## config.mk

```make
export PLATFORM = sky130hd
export DESIGN_NAME = uart_frame_parser
export DESIGN_NICKNAME = d
export VERILOG_FILES = /design/src/rtl/uart_frame_parser.sv
export SDC_FILE = /design/constraint.sdc
export NUM_CORES = 1
export LEC_CHECK = 0
export BUFFER_PORTS_ARGS = -buffer_cell sky130_fd_sc_hd__buf_2
export CELL_PAD_IN_SITES_DETAIL_PLACEMENT = 1
export CELL_PAD_IN_SITES_GLOBAL_PLACEMENT = 2
export CORE_MARGIN = 3
export CORE_UTILIZATION = 45
export DETAILED_ROUTE_END_ITERATION = 10
export GPL_TIMING_DRIVEN = 0
export PLACE_DENSITY_LB_ADDON = 0.1
export RECOVER_POWER = 50
export SYNTH_ARGS = -nofsm -noshare
export SYNTH_HDL_FRONTEND = slang
export SYNTH_SLANG_ARGS = --single-unit
```

## constraint.sdc

```tcl
create_clock -name clk -period 3.35 [get_ports clk]
set_input_delay 0.67 -clock clk [delete_from_list [all_inputs] [get_ports clk]]
set_output_delay 0.67 -clock clk [all_outputs]
set_load 0.05 [all_outputs]
```

## src/rtl/uart_frame_parser.sv

```systemverilog
// rtl/uart_frame_parser.sv - HEADER/LEN/payload/CHK frame extractor with checksum-gated payload drain.
// Optional inter-byte timeout enabled by defining UART_PARSER_TIMEOUT_EN.
module uart_frame_parser #(
  parameter logic [7:0] HEADER         = 8'hA5,
  parameter int         MAX_LEN        = 16,
  parameter int         TIMEOUT_CYCLES = 156_250,
  localparam int        LW             = $clog2(MAX_LEN + 1)
) (
  input  logic          clk,
  input  logic          rst,
  input  logic [7:0]    data,
  input  logic          data_flag,
  output logic [7:0]    out_data,
  output logic          out_valid,
  input  logic          out_ready,
  output logic [LW-1:0] out_len,
  output logic          frame_ok,
  output logic          frame_err,
  output logic [1:0]    err_code,
  output logic          drop
);

  localparam int            IW        = (MAX_LEN > 1) ? $clog2(MAX_LEN) : 1;
  localparam logic [7:0]    MAX_LEN_B = 8'(MAX_LEN);
  localparam logic [LW-1:0] IDX_ONE   = LW'(1);

  typedef enum logic [2:0] {
    ST_IDLE,
    ST_LEN,
    ST_PAYLOAD,
    ST_CHK,
    ST_DRAIN
  } state_t;

  state_t        state_q, state_d;
  logic [LW-1:0] len_q, len_d;
  logic [7:0]    sum_q, sum_d;
  logic [LW-1:0] wr_idx_q, wr_idx_d;
  logic [LW-1:0] rd_idx_q, rd_idx_d;
  logic          out_valid_q, out_valid_d;
  logic          frame_ok_q, frame_ok_d;
  logic          frame_err_q, frame_err_d;
  logic [1:0]    err_code_q, err_code_d;
  logic          drop_q, drop_d;
  logic          buf_we;
  logic [7:0]    payload_q [MAX_LEN];

`ifdef UART_PARSER_TIMEOUT_EN
  localparam int              TMO_W    = (TIMEOUT_CYCLES > 1) ? $clog2(TIMEOUT_CYCLES) : 1;
  localparam logic [TMO_W-1:0] TMO_LAST = TMO_W'(TIMEOUT_CYCLES - 1);
  logic [TMO_W-1:0] tmo_q, tmo_d;
`else
  logic tmo_unused;
  assign tmo_unused = (TIMEOUT_CYCLES == 0);
`endif

  always_comb begin
    state_d     = state_q;
    len_d       = len_q;
    sum_d       = sum_q;
    wr_idx_d    = wr_idx_q;
    rd_idx_d    = rd_idx_q;
    out_valid_d = out_valid_q;
    err_code_d  = err_code_q;
    frame_ok_d  = 1'b0;
    frame_err_d = 1'b0;
    drop_d      = 1'b0;
    buf_we      = 1'b0;

    case (state_q)
      ST_IDLE: begin
        if (data_flag && data == HEADER) begin
          state_d = ST_LEN;
        end
      end
      ST_LEN: begin
        if (data_flag) begin
          if (data == 8'h00 || data > MAX_LEN_B) begin
            state_d     = ST_IDLE;
            frame_err_d = 1'b1;
            err_code_d  = 2'd1;
          end else begin
            state_d  = ST_PAYLOAD;
            len_d    = data[LW-1:0];
            sum_d    = data;
            wr_idx_d = '0;
          end
        end
      end
      ST_PAYLOAD: begin
        if (data_flag) begin
          buf_we   = 1'b1;
          sum_d    = sum_q + data;
          wr_idx_d = wr_idx_q + IDX_ONE;
          if (wr_idx_q == len_q - IDX_ONE) begin
            state_d = ST_CHK;
          end
        end
      end
      ST_CHK: begin
        if (data_flag) begin
          if (data == sum_q) begin
            state_d     = ST_DRAIN;
            frame_ok_d  = 1'b1;
            out_valid_d = 1'b1;
            rd_idx_d    = '0;
          end else begin
            state_d     = ST_IDLE;
            frame_err_d = 1'b1;
            err_code_d  = 2'd2;
          end
        end
      end
      ST_DRAIN: begin
        // Receive path is closed while draining; incoming bytes are only reported.
        drop_d = data_flag;
        if (out_valid_q && out_ready) begin
          if (rd_idx_q == len_q - IDX_ONE) begin
            state_d     = ST_IDLE;
            out_valid_d = 1'b0;
            rd_idx_d    = '0;
          end else begin
            rd_idx_d = rd_idx_q + IDX_ONE;
          end
        end
      end
      default: begin
        state_d     = ST_IDLE;
        out_valid_d = 1'b0;
      end
    endcase

`ifdef UART_PARSER_TIMEOUT_EN
    tmo_d = '0;
    // A byte arriving in the expiry cycle already cleared the counter above and wins.
    if ((state_q == ST_LEN || state_q == ST_PAYLOAD || state_q == ST_CHK) && !data_flag) begin
      if (tmo_q == TMO_LAST) begin
        state_d     = ST_IDLE;
        frame_err_d = 1'b1;
        err_code_d  = 2'd3;
      end else begin
        tmo_d = tmo_q + 1'b1;
      end
    end
`endif
  end

  always_ff @(posedge clk or posedge rst) begin
    if (rst) begin
      state_q     <= ST_IDLE;
      len_q       <= '0;
      sum_q       <= '0;
      wr_idx_q    <= '0;
      rd_idx_q    <= '0;
      out_valid_q <= 1'b0;
      frame_ok_q  <= 1'b0;
      frame_err_q <= 1'b0;
      err_code_q  <= 2'd0;
      drop_q      <= 1'b0;
`ifdef UART_PARSER_TIMEOUT_EN
      tmo_q       <= '0;
`endif
    end else begin
      state_q     <= state_d;
      len_q       <= len_d;
      sum_q       <= sum_d;
      wr_idx_q    <= wr_idx_d;
      rd_idx_q    <= rd_idx_d;
      out_valid_q <= out_valid_d;
      frame_ok_q  <= frame_ok_d;
      frame_err_q <= frame_err_d;
      err_code_q  <= err_code_d;
      drop_q      <= drop_d;
`ifdef UART_PARSER_TIMEOUT_EN
      tmo_q       <= tmo_d;
`endif
    end
  end

  always_ff @(posedge clk) begin
    if (buf_we) begin
      payload_q[wr_idx_q[IW-1:0]] <= data;
    end
  end

  assign out_data  = out_valid_q ? payload_q[rd_idx_q[IW-1:0]] : 8'h00;
  assign out_valid = out_valid_q;
  assign out_len   = len_q;
  assign frame_ok  = frame_ok_q;
  assign frame_err = frame_err_q;
  assign err_code  = err_code_q;
  assign drop      = drop_q;

endmodule

```

==> impl_metrics.env <==
export IMPL_dpl_instance_area_um2=7390
export IMPL_first_iter_violations=289
export IMPL_p_leak_nw=2.81
export IMPL_synth_ff_type="edfxtp_1"
export IMPL_power_frac_seq=0.426
export IMPL_coreArea_um2=14900
export IMPL_max_slew_margin=0.133
export IMPL_track_usage=0.210
export IMPL_setup_viol_count_final=0
export IMPL_drtPass1Iterations=4
export IMPL_seq_area_frac_synth=0.663
export IMPL_tns_ps=0
export IMPL_period_minus_slack_ps=3180
export IMPL_power_density_nw_per_um2=712
export IMPL_reg2reg_depth=7
export IMPL_holdWs_ps=491
export IMPL_cts_buffers=17
export IMPL_wl_met1_mm=7.13
export IMPL_fin_cells=693
export IMPL_crit_path_start_kind="flip-flop"
export IMPL_synth_compound_area_frac=0.0632
export IMPL_synth_top_area_cell="edfxtp_1"
export IMPL_clock_fmax_ghz=0.315
export IMPL_synth_mux_area_frac=0.116
export IMPL_initial_utilization=0.472
export IMPL_grt_overflow=0
export IMPL_grt_pass1_wl_mm=25.6
export IMPL_slew_violations=0
export IMPL_fillCellCount=1441
export IMPL_async_flop_share=0.200
export IMPL_cts_hold_buffers=0
export IMPL_route_top_layer_used="met4"
export IMPL_worstSetupEndpointType="primary output"
export IMPL_ys_warnings_count=0
export IMPL_cts_sinks=160
export IMPL_postRouteAntennaNets=0
export IMPL_place_congestion=0.840
export IMPL_dp_cells=661
export IMPL_combPwrFrac=0.245
export IMPL_die_x_um=131
export IMPL_die_area_um2=17100
export IMPL_outcome="complete, no violations"
export IMPL_final_nets=522
export IMPL_synthTopCellsByArea="edfxtp_1 55%, dfrtp_1 11%, mux4_2 10%"
export IMPL_netlist_area_um2=7010
export IMPL_p_int_mw=3.86
export IMPL_drv_cap=0
export IMPL_post_cts_resized=7
export IMPL_drc=0
export IMPL_dp_hpwl_mm=11.0
export IMPL_skew_ps=9.41
export IMPL_area_delta_synth_final_pct=13.9
export IMPL_wire_per_inst_um=24.2
export IMPL_vias=4005
export IMPL_ys_ff_latch=160
export IMPL_power_mw=5.69
export IMPL_netlist_instances=447
export IMPL_wl_met3_um=777
export IMPL_critPathArrivalTime_ps=2510
export IMPL_wl_met2_mm=8.68
export IMPL_cts_buffer_depth=2
export IMPL_synth_top_family_by_area="multiplexers"
export IMPL_grt_max_degree=33
export IMPL_die_y_um=131
export IMPL_min_path_cells=2
export IMPL_clk_pin_slew_ps=70
export IMPL_rows=44
export IMPL_required_ps=2680
export IMPL_stdcell_area_um2=7990
export IMPL_synth_fa_ha_area_frac=0.0261
export IMPL_synth_nets=473
export IMPL_rsz0062_at_grt="no"
export IMPL_synth_edf_count=128
export IMPL_drive_gt1_frac=0.208
export IMPL_grt_pass1_vias=4280
export IMPL_tightest_slew_ps=1300
export IMPL_switching_power_mw=1.82
export IMPL_synth_top_cell_area_share=0.548
export IMPL_path_max_fanout=10
export IMPL_cts_max_level=4
export IMPL_hold_viol_final=0
export IMPL_io_buffers=30
export IMPL_antenna_found_initial=0
export IMPL_clock_latency_ps=420
export IMPL_drt_total_wl_mm=16.8
export IMPL_synthSimpleGateAreaFrac=0.0816
export IMPL_clkPwrFrac=0.329
export IMPL_cts_tree="built"
export IMPL_syn_area_per_cell_um2=15.7
export IMPL_n_antenna_cell=0
export IMPL_cts_setup_buffers=0
export IMPL_vias_per_cell=5.78
export IMPL_design_portCount=31
export IMPL_min_path_type="flip-flop to flip-flop"
export IMPL_fin_crit_sh=0.948
export IMPL_synthXorXnorAreaFrac=0.0270
export IMPL_synth_distinct_cells=54
export IMPL_cts_root_buffer="clkbuf_16"
export IMPL_ir_worst_vdd_mv=0.359
export IMPL_switching_share=0.321
export IMPL_critPathKind="flip-flop to primary output"
path summary, 6_finish.rpt:
path / startpoint / end / slack (ps)
setup / recovery: rd_idx_q[0] / out_data[5] / 170
hold / removal: err_code[0] / err_code[0] / 490
setup reg to reg: state_q[1] / payload_q[0][6] / 520
hold reg to reg: err_code[0] / err_code[0] / 490
max in group asynchronous: rst / rd_idx_q[0] / 1970
min in group asynchronous: rst / out_len[0] / 610
cells in the mapped netlist (5+ instances only):
| cell type | instances |
|---|---|
| xor2_1 | 9 |
| nor3_1 | 9 |
| nand3_1 | 7 |
| edfxtp_1 | 128 |
| o21ai_1 | 15 |
| o21ai_0 | 5 |
| ha_1 | 13 |
| a311oi_1 | 8 |
| inv_1 | 16 |
| nand2b_1 | 5 |
| dfrtp_1 | 32 |
| nand2_1 | 41 |
| clkbuf_1 | 8 |
| nor2b_1 | 8 |
| nor2_1 | 15 |
| xnor2_1 | 10 |
| a21oi_1 | 8 |
| mux4_2 | 32 |
| buf_2 | 7 |
| mux2i_1 | 5 |
| a211oi_1 | 8 |
power groups by stage:
stage	registers (mW)	clock network, mW	logic (mW)
finish	2.42	1.87	1.40
global route	2.44	1.98	1.54
CTS	2.42	1.90	1.41
detailed placement	2.46	0	1.40
global placement	2.45	0	1.36
floorplan	2.59	0	0.895
sequential cells by signal (all words and copies together) (netlist names):
name / flops
out_valid: 1
payload_q: 128
drop: 1
state_q: 3
rd_idx_q: 5
err_code: 2
wr_idx_q: 5
frame_err: 1
frame_ok: 1
out_len: 5
sum_q: 8
through the flow:
step | setup slack, ps | utilization
floorplan | 49.0 | -
global placement | 244 | 0.497
detailed placement | 142 | 0.497
CTS | 9.53 | 0.536
global route | 27.5 | 0.537
finish | 173 | 0.537
layer usage:
metal | up-vias | global-route usage
li1 | 1824 | -
met1 | 2083 | 0.282
met2 | 85 | 0.356
met3 | 13 | 0.0329
met4 | 0 | 0.0678
met5 | - | 0
cell usage in the layout (no fill, tap or decap), drive strengths merged, types with 9 or more instances in the layout:
master and instances:
edfxtp 128, nand2 41, clkbuf 38, mux4 32, dfrtp 32, buf 28, inv 20, o21ai 20
nor2 15, ha 13, nor3 11, xnor2 10, xor2 9
area by class of cell:
type	count	area [µm²]	share of cell area
plain buffers	18	103	0.0128
flip-flops and latches	160	4640	0.582
inverters	19	72.6	0.00909
repair buffers	31	143	0.0179
multi-input cells	249	2230	0.279
well taps	184	230	0.0288
clock buffers	17	425	0.0533
clock inverters	15	141	0.0177
worst max-delay path: stages, from the launching register on:
cell and delay, ps:
dfrtp_1 370, buf_6 200, buf_6 210, mux4_2 530, nor2b_1 160, a211oi_2 270
a311oi_1 90, buf_2 240
logic make-up after synthesis:
logic type,count (synthesis)
fa+ha+maj,14
flops,160
compound gates,66
xor+xnor,20
buf+inv,38
simple gates,108
mux,41
Power figures use the tool's default switching activity.
